### src/rtl/ssp_host_arbiter.sv
`default_nettype none
// ============================================================================
// Module   : ssp_host_arbiter
// Purpose  : Shares the SSP parallel bus port between two byte requesters
//            (round-robin TX bursts) and drains the RX FIFO in bursts.
// Revision : 1.0 - initial release
// ============================================================================
module ssp_host_arbiter #(
    parameter int DEPTH = 4
) (
    input  logic       pclk,
    input  logic       clr,
    input  logic       req0_valid,
    input  logic [7:0] req0_data,
    output logic       req0_ready,
    input  logic       req1_valid,
    input  logic [7:0] req1_data,
    output logic       req1_ready,
    output logic       rx_valid,
    output logic [7:0] rx_data,
    input  logic       rx_ready,
    input  logic       ssptxintr,
    input  logic       ssprxintr,
    input  logic [7:0] prdata,
    output logic       psel,
    output logic       pwrite,
    output logic [7:0] pwdata,
    output logic [1:0] grant,
    output logic       busy
);

    localparam int             c_CW        = $clog2(DEPTH) + 1;
    localparam logic [c_CW-1:0] c_DEPTH_CNT = c_CW'(DEPTH);
    localparam logic [c_CW-1:0] c_ONE       = c_CW'(1);

    typedef enum logic [2:0] {
        S_IDLE      = 3'd0,
        S_TXBURST   = 3'd1,
        S_RD_STROBE = 3'd2,
        S_RD_WAIT   = 3'd3,
        S_RD_HOLD   = 3'd4
    } state_t;

    state_t          r_state,      w_state_nxt;
    logic [c_CW-1:0] r_count,      w_count_nxt;
    logic [1:0]      r_grant,      w_grant_nxt;
    logic            r_last_grant, w_last_grant_nxt;   // 1 = requester 1 owned the last burst
    logic            r_rx_valid,   w_rx_valid_nxt;
    logic [7:0]      r_rx_data,    w_rx_data_nxt;

    logic            w_gvalid;
    logic [7:0]      w_gdata;
    logic            w_pick1;
    logic [c_CW-1:0] w_count_inc;

    assign w_gvalid    = r_grant[0] ? req0_valid : req1_valid;
    assign w_gdata     = r_grant[0] ? req0_data  : req1_data;
    // Under contention the requester that did not own the previous burst wins.
    assign w_pick1     = (req0_valid && req1_valid) ? ~r_last_grant : req1_valid;
    assign w_count_inc = r_count + c_ONE;

    always_ff @(posedge pclk or posedge clr) begin
        if (clr) begin
            r_state      <= S_IDLE;
            r_count      <= '0;
            r_grant      <= 2'b00;
            r_last_grant <= 1'b1;
            r_rx_valid   <= 1'b0;
            r_rx_data    <= 8'h00;
        end else begin
            r_state      <= w_state_nxt;
            r_count      <= w_count_nxt;
            r_grant      <= w_grant_nxt;
            r_last_grant <= w_last_grant_nxt;
            r_rx_valid   <= w_rx_valid_nxt;
            r_rx_data    <= w_rx_data_nxt;
        end
    end

    always_comb begin
        w_state_nxt      = r_state;
        w_count_nxt      = r_count;
        w_grant_nxt      = r_grant;
        w_last_grant_nxt = r_last_grant;
        w_rx_valid_nxt   = r_rx_valid;
        w_rx_data_nxt    = r_rx_data;
        psel             = 1'b0;
        pwrite           = 1'b0;
        pwdata           = 8'h00;
        req0_ready       = 1'b0;
        req1_ready       = 1'b0;

        case (r_state)
            S_IDLE: begin
                if (ssprxintr) begin
                    w_state_nxt = S_RD_STROBE;
                    w_count_nxt = '0;
                end else if (ssptxintr && (req0_valid || req1_valid)) begin
                    w_state_nxt      = S_TXBURST;
                    w_count_nxt      = '0;
                    w_grant_nxt      = w_pick1 ? 2'b10 : 2'b01;
                    w_last_grant_nxt = w_pick1;
                end
            end

            S_TXBURST: begin
                if (w_gvalid) begin
                    psel        = 1'b1;
                    pwrite      = 1'b1;
                    pwdata      = w_gdata;
                    req0_ready  = r_grant[0];
                    req1_ready  = r_grant[1];
                    w_count_nxt = w_count_inc;
                    if (w_count_inc == c_DEPTH_CNT) begin
                        w_state_nxt = S_IDLE;
                    end
                end else begin
                    // Requester went quiet: forfeit the remainder of the burst.
                    w_state_nxt = S_IDLE;
                end
            end

            S_RD_STROBE: begin
                psel        = 1'b1;
                w_state_nxt = S_RD_WAIT;
            end

            S_RD_WAIT: begin
                w_rx_data_nxt  = prdata;
                w_rx_valid_nxt = 1'b1;
                w_count_nxt    = w_count_inc;
                w_state_nxt    = S_RD_HOLD;
            end

            S_RD_HOLD: begin
                if (rx_ready) begin
                    w_rx_valid_nxt = 1'b0;
                    w_state_nxt    = (r_count < c_DEPTH_CNT) ? S_RD_STROBE : S_IDLE;
                end
            end

            default: begin
                w_state_nxt = S_IDLE;
            end
        endcase
    end

    assign grant    = (r_state == S_TXBURST) ? r_grant : 2'b00;
    assign busy     = (r_state != S_IDLE);
    assign rx_valid = r_rx_valid;
    assign rx_data  = r_rx_data;

endmodule
`default_nettype wire

### config.mk
export PLATFORM = sky130hd
export DESIGN_NAME = ssp_host_arbiter
export DESIGN_NICKNAME = d
export VERILOG_FILES = /design/src/rtl/ssp_host_arbiter.sv
export SDC_FILE = /design/constraint.sdc
export NUM_CORES = 1
export LEC_CHECK = 0
export CAP_MARGIN = 0
export CORE_ASPECT_RATIO = 0.75
export CORE_MARGIN = 4
export CORE_UTILIZATION = 25
export CTS_CLUSTER_SIZE = 16
export DETAILED_ROUTE_END_ITERATION = 12
export SLEW_MARGIN = 20
export SYNTH_ARGS = -nofsm -noshare
export SYNTH_HDL_FRONTEND = slang
export SYNTH_SLANG_ARGS = --single-unit
export TNS_END_PERCENT = 50
### constraint.sdc
create_clock -name pclk -period 1.5 [get_ports pclk]
set_input_delay 0.375 -clock pclk [delete_from_list [all_inputs] [get_ports pclk]]
set_output_delay 0.375 -clock pclk [all_outputs]
set_load 0.03 [all_outputs]
# Word-level counts from Yosys, hierarchy flattened
# Index checks and enable logic that the tools add are counted.
[totals]
ff_bits = 18
in_bits = 31
latchBits = 0
out_inout_bits = 24
mem_count = 0
mem_bits_rw = 0
mem_bits_ro = 0
[op_classes]
shift = 0
n_reduce_logical = 11
n_bitwise = 2
n_addsub = 1
magnitude_cmp = 1
muxes = 27
mul = 0
n_div = 0
eq_ne = 9
[op_table]
columns = ["operator", "n"]
rows = [
  ["two-way mux 3 bit", 8],
  ["two-way mux 8 bit", 3],
  ["one-hot mux 3 bit (5 select lines)", 1],
  ["two-way mux 1 bit", 9],
  ["one-hot mux 3 bit (3 select lines)", 1],
  ["AND reduction 3 bit", 3],
  ["equality test 3 x 2 -> 1 bit (second input constant)", 2],
  ["equality test 3 bit (second input constant)", 2],
  ["two-way mux 2 bit", 3],
  ["inequality test 3 bit (second input constant)", 2],
  ["nonzero test 3 bit", 2],
  ["inequality test 2 bit (second input constant)", 2],
  ["one-hot mux 1 bit (2 select lines)", 2],
  ["adder 3 x 1 -> 3 bit (second input constant)", 1],
  ["equality test 3 x 1 -> 1 bit (second input constant)", 1],
  ["logical NOT 3 bit", 1],
  ["< comparator 3 bit (second input constant)", 1],
  ["logical AND 1 bit", 2],
  ["NOT 1 bit", 2],
  ["AND reduction 2 bit", 1],
  ["nonzero test 2 bit", 1],
  ["logical OR 1 bit", 1],
]

# Depth between registers and ports, before layout
# Gate-level depths: netlist of the first run.
[logic_depth]
word_depth = 5
mapped_depth = 5
depth_no_buf = 4

# Worst setup path before layout of the first run
# No wires, ideal clock.
[synth_path]
kind = "reg-to-output"
startpoint = "reg r_state[1]"
endpoint = "out pwdata[0]"
t_arrival_ns = 1.542
stages_incl_launch_ff = 5
setup_slack_ns = -0.417
cell_sequence = "dfrtp_1 -> nand2b_1 -> or3_1 -> clkbuf_1 -> nor2_1"
[synth_via]
elab_chain_len = 2
[synth_rtl]
columns = ["element", "line_no", "text"]
rows = [
  ["start: declaration", "44", "state_t r_state, w_state_nxt;"],
  ["start signal: assignment", "71", "r_state <= w_state_nxt;"],
  ["equality test 3 x 1 -> 1 bit", "93", "case (r_state)"],
  ["two-way mux 8 bit", "93", ""],
  ["end: declaration", "27", "output logic [7:0] pwdata,"],
]
# Every way passes these cells.

# Final worst setup path of the first run
[layout_path]
startpoint = "reg r_state[1]"
endpoint = "out pwdata[3]"
# The elaborated chain is that of the path after synthesis.

==> results of run 1 <==
[routing by layer]
| metal | vias to the layer above | part of all wire | routed length [um] |
|---|---|---|---|
| li1 | 472 | - | - |
| met1 | 456 | 0.43 | 1290 |
| met2 | 26 | 0.51 | 1530 |
| met3 | 2 | 0.059 | 176 |
| met4 | 0 | 0.0023 | 7 |
| met5 | - | 0 | 0 |
[cell usage in the layout (no fill, tap or decap), drive strengths merged]
master,netlist,layout
or3b,1,1
dlygate4sd2,0,11
buf,3,33
clkbuf,1,4
o22a,1,1
clkdlybuf4s50,0,28
and3,2,2
dfstp,1,1
o21a,1,1
nand3,2,2
nor2,16,16
a21oi,2,2
or4b,1,1
a22o,2,2
ha,2,2
o32ai,1,1
mux2,9,9
nand2,3,3
a21o,1,1
nand2b,1,1
nand3b,2,2
or3,2,2
dfrtp,17,17
nor3,2,2
inv,7,7
mux2i,9,9
o21ai,3,3
and2,1,1
nor2b,1,1
[registers in the layout (all words and copies together), names as in the netlist]
| name | cells |
|---|---|
| r_state | 3 |
| r_grant | 2 |
| r_last_grant | 1 |
| rx_valid | 1 |
| rx_data | 8 |
| r_count | 3 |
[stage by stage]
| step | area, um^2 | TNS (ps) | setup slack (ps) |
|---|---|---|---|
| floorplan | 1070 | -2110 | -165 |
| global placement | 1730 | -8950 | -638 |
| detailed placement | 1730 | -9290 | -642 |
| CTS | 1870 | -6310 | -449 |
| global route | 1890 | -6420 | -482 |
| finish | 1890 | -5620 | -441 |
[worst min-delay path, stage by stage]
cell and delay (ps):
clkdlybuf4s50_1 390, inv_1 50, buf_4 250
[cell type report]
class / instances / share of cell area
Clock buffer: 4 / 0.0291
Tap cell: 52 / 0.0343
Sequential cell: 18 / 0.239
Timing Repair Buffer: 72 / 0.370
Inverter: 7 / 0.0139
Multi-Input combinational cell: 65 / 0.314
[how the worst max path moves through the flow]
| stage | from | to | slack [ps] | cells past startpoint |
|---|---|---|---|---|
| CTS | r_state[1] | pwdata[2] | -450 | 5 |
| floorplan | r_state[1] | pwdata[0] | -160 | 4 |
| detailed placement | req1_valid | pwdata[2] | -640 | 6 |
| global placement | req0_valid | pwdata[4] | -640 | 6 |
| global route | r_state[1] | pwdata[3] | -480 | 5 |
| finish | r_state[1] | pwdata[3] | -440 | 5 |
[power groups by stage]
stage / clock [mW] / sequential (mW) / combinational [mW]
detailed placement: 0 / 0.887 / 2.30
finish: 0.396 / 0.880 / 2.42
global placement: 0 / 0.870 / 2.26
floorplan: 0 / 1.10 / 1.22
global route: 0.424 / 0.910 / 2.60
CTS: 0.406 / 0.880 / 2.41
[kinds of logic after synthesis]
kind of cell	count (synthesis)	synth area share
flip-flops	18	0.465
AND/OR/NAND/NOR	34	0.184
adder cells (fa/ha/maj)	2	0.0257
AO/OA/AOI/OAI	11	0.0772
multiplexers	18	0.197
buffers and inverters	11	0.0515
[timing repair]
item                       in CTS  in global routing
setup endpoints to repair      30                 27
gates resized for setup        33                  7
hold endpoints to repair        0                  0
pin swaps                       4                  2
setup buffers                   3                  2
==> metrics, run 1 <==
GRT Util Overall 0.128; Net Switching between 1.5 and 2 mW; slowest stage cell, crit path or3_4; Root Driver clkbuf_8; Slew Limit Fails 0; ys flop type dfrtp_1; Core ar. between 3000 and 4000 um^2; FF/Latch Area between 400 and 500 um^2; Reg2Reg Depth 5; Int Pwr 2.10 mW; final worst-path setup slack -441 ps; part of the power in registers 0.238; First-pass DRT Iterations 4; vias per cell around 4.4; Syn Area/Cell ~10 um^2; Synth area leader dfrtp_1; first-pass GRT wire length roughly 5000 um; H-tree levels 1; Pwr Density 1950 nW/um^2; die area 4960 um^2; CP Data Required Time 1120 ps; HP Class input port to async pin; maxcap violations 0; Setup crit end kind primary output; Tot Pwr 3.70 mW; Fin Clk Skew a little under 7 ps; Finished Core Util 0.511; Synth cell types 31; clk buf depth 2; Max stage delay on crit path 400 ps; DRC viols 0; Layout Cells excl Fill about 220; CTS tree built; CTS Sinks 18; FF-to-FF End r_count[0]; Setup violations, final 18; Cells after Synth 94; dpl cells 212; Horiz. Die Dim around 80 um; antenna cells 0; asr flop ratio synth 1.00; max_slew headroom 0.797; met2 usage 0.222; DRT iter0 DRCs 28; switching share of power 0.431; initial antenna violation count 0; Critical Path Fanout Max 8; clk_lat worst skew 250 ps; clock network fraction of total power 0.107; chip height ~62 um; Worst path top cell family by delay simple AND/OR/NAND/NOR gates; HPWL after DPL between 2000 and 2500 um; vias in the first global route 1,023; port bufs 54; area of the multi-input gates 594 um^2; crit path DAT ~1600 ps; worst hold slack ~430 ps; start of the worst register-to-register path r_state[1]; Ports 55; Post-CTS Hold Buffers 0; vias 956; remaining antenna violation count 0; Avg WL per Cell between 10 and 15 um; CP cell instances nand2b_4 -> or3_4 -> buf_12 -> nor2_4 -> buf_6; GRT Max-Usage Layer met2; failing checks negative setup slack; top-area cell type share of the netlist area 0.438; top post-synthesis cells by area dfrtp_1 44%, mux2_2 10%, mux2i_1 9.3%; clock slew at reported path FFs ~70 ps; routing usage on met3 0.0447; synthesis warning total 0; final net count 200; Fill cells around 350; unrepaired setup endpoints after global routing true; mapped cell area 972 um^2; FP Rows 19; Hold Vio Cnt, Final 0; Syn Nets 127; M1 GR Usage 0.160; R2R setup slack -140 ps; count leader, synth dfrtp_1; final wirelength between 3000 and 4000 um; pin count of the biggest net entering global routing 19; layout cells sized above 1 0.422; count of state elements after synthesis 18; Post-synth EDFFs 0; TritonCTS buffer count 3; Tightest Pin Transition 296 ps; GPL Wtd Cong around 0.84; P&R area growth vs syn 94.9%; post-synthesis sequential area ratio 0.465; startpoint types flip-flop; CP bufs+invs 2; Tmin final a little under 2000 ps; maximum vdd ir drop 0.00122 V; most frequent cells after synthesis 17 x dfrtp_1, 16 x nor2_1, 9 x mux2_2, 9 x mux2i_1, 7 x inv_1; total grt overflow 0; Starting Density 0.262; combinational power share 0.655; FMAX 515 MHz; period utilisation layout 1.29; Crit Path Category flip-flop to primary output; outcome complete, but fails checks; Leak 0.877 nW
Note: power is estimated with default switching activity, not from simulation.
==> run 2: changes to the inputs <==
GPL_TIMING_DRIVEN = 0   (was default)
==> metrics, run 2 (synthesized netlist as in run 1, its figures left out) <==
outcome complete, but fails checks; failing checks negative setup slack; Setup crit end kind primary output; Finished Core Util 0.505 (-0.00574); Int Pwr 2.14 mW (+1.8%); CTS tree built; initial antenna violation count 0 (unchanged); Setup violations, final 22 (+4); max_slew headroom 0.550 (-0.247); clock network fraction of total power 0.105 (-0.002); TNS Setup -6510 ps (-896 ps); unrepaired setup endpoints after global routing true; Leak 0.861 nW (-1.8%); max reg flops 8 (unchanged); H-tree levels 1 (unchanged); maxcap violations 0 (unchanged); port bufs 54 (unchanged); GPL Wtd Cong 0.727 (-14%); CP cell instances mux2i_2 -> or3_4 -> clkbuf_16 -> nor2_4 -> buf_6; Hold Vio Cnt, Final 0 (unchanged); Pwr Density 1990 nW/um^2 (+2.0%); first-pass GRT wire length 4910 um (+0.70%); final wirelength 2980 um (-0.73%); maximum vdd ir drop 0.00108 V (-12%); Tmin final 2010 ps (+66.1 ps); die area 4960 um^2 (unchanged); commonest non-fill, non-tap cell in the layout clkdlybuf4s50_1; DRC viols 0 (unchanged); pin count of the biggest net entering global routing 19 (unchanged); final net count 194 (-3.0%); Fin Clk Skew 0.803 ps (-6.07 ps); clk buf depth 2 (unchanged); Root Driver clkbuf_8; GRT Util Overall 0.129 (+0.000863); FMAX 498 MHz (-3.3%); vias 945 (-1.2%); most frequent cells in the layout 28 x clkdlybuf4s50_1, 18 x buf_6, 15 x dfrtp_1; Critical Path Fanout Max 5 (-3); final worst-path setup slack -508 ps (-66.1 ps); HP Class flip-flop to flip-flop; period utilisation layout 1.34 (+0.0441); clock slew at reported path FFs 70 ps (about the same); chip height 62.0 um (unchanged); layout cells sized above 1 0.413 (-0.00919); remaining antenna violation count 0 (unchanged); HPWL after DPL 2340 um (-3.4%); total grt overflow 0 (unchanged); First-pass DRT Iterations 4 (unchanged); Tightest Pin Transition 674 ps (+378 ps); crit path DAT 1630 ps (+60 ps); Horiz. Die Dim 80.0 um (unchanged); TritonCTS buffer count 3 (unchanged); Max stage delay on crit path 410 ps (about the same); switching share of power 0.426 (-0.00506); vias per cell 4.46 (+1.6%); Slew Limit Fails 0 (unchanged); CP bufs+invs 2 (unchanged); CTS Sinks 18 (unchanged); slowest stage cell, crit path dfrtp_1; vias in the first global route 1,038 (+1.5%); part of the power in registers 0.243 (+0.005); antenna cells 0 (unchanged); FP Rows 19 (unchanged); Avg WL per Cell 14.1 um (+2.1%); P&R area growth vs syn 92.7%; Starting Density 0.262 (unchanged); clk_lat worst skew 250 ps (about the same); CP Data Required Time 1120 ps (about the same); Core ar. 3710 um^2 (unchanged); Ports 55 (unchanged); combinational power share 0.652 (-0.003); Fill cells 356 (+1.1%); Worst path top cell family by delay simple AND/OR/NAND/NOR gates; Crit Path Category flip-flop to primary output; DRT iter0 DRCs 34 (+21%); Net Switching 1.59 mW (-0.30%); startpoint types flip-flop
## run 2: stage by stage
| stage | cells | hold WS [ps] | total power [mW] | setup slack (ps) | cell area, um^2 |
|---|---|---|---|---|---|
| after floorplan | 94 | 313 | 2.32 | -165 | 1070 |
| after global placement | 200 | 479 | 3.02 | -1250 | 1680 |
| after detailed placement | 200 | 489 | 3.09 | -1250 | 1680 |
| after CTS | 207 | 499 | 3.57 | -492 | 1810 |
| after global routing | 212 | 527 | 3.97 | -565 | 1870 |
| final | 212 | 490 | 3.73 | -508 | 1870 |
## run 2: repair_timing
action | in CTS | in global routing
gates cloned | 1 | 0
setup endpoints to repair | 39 | 30
resized for setup | 118 | 20
buffers inserted | 3 | 6
hold buffers | 0 | 0
pin swaps | 4 | 6
## run 2: power by group through the flow
| stage | clock network [mW] | registers (mW) | logic (mW) |
|---|---|---|---|
| final | 0.391 | 0.905 | 2.43 |
| after global routing | 0.419 | 0.938 | 2.61 |
| after CTS | 0.401 | 0.903 | 2.26 |
| after detailed placement | 0 | 0.890 | 2.20 |
| after global placement | 0 | 0.869 | 2.15 |
| after floorplan | 0 | 1.10 | 1.22 |
## run 2: final cells by class
| cell class | count | area [um^2] | area share |
|---|---|---|---|
| plain buffers | 3 | 47.5 | 0.0254 |
| clock buffers | 4 | 55.1 | 0.0294 |
| inverters | 7 | 26.3 | 0.0140 |
| multi-input cells | 65 | 591 | 0.315 |
| flip-flops and latches | 18 | 454 | 0.242 |
| well taps | 52 | 65.1 | 0.0347 |
| repair buffers | 63 | 634 | 0.339 |
## run 2: worst paths after layout
path	startpoint	end	slack [ps]	cells after the start
max	r_grant[0]	pwdata[4]	-510	5
min	r_last_grant	r_last_grant	490	2
max reg2reg	r_state[0]	r_count[0]	-150	6
min reg2reg	r_last_grant	r_last_grant	490	2
max in group asynchronous	clr	r_state[1]	500	2
min in group asynchronous	clr	rx_data[3]	520	2
## run 2: worst min-delay path: stages, from the launching register on
cell and delay (ps):
dfstp_2 370, inv_1 40, o21ai_0 80
## run 2: per-layer routing
layer / share of wire / GRT usage
met1: 0.43 / 0.161
met3: 0.054 / 0.0432
met5: 0 / 0
met2: 0.52 / 0.230
met4: 0 / 0.00723
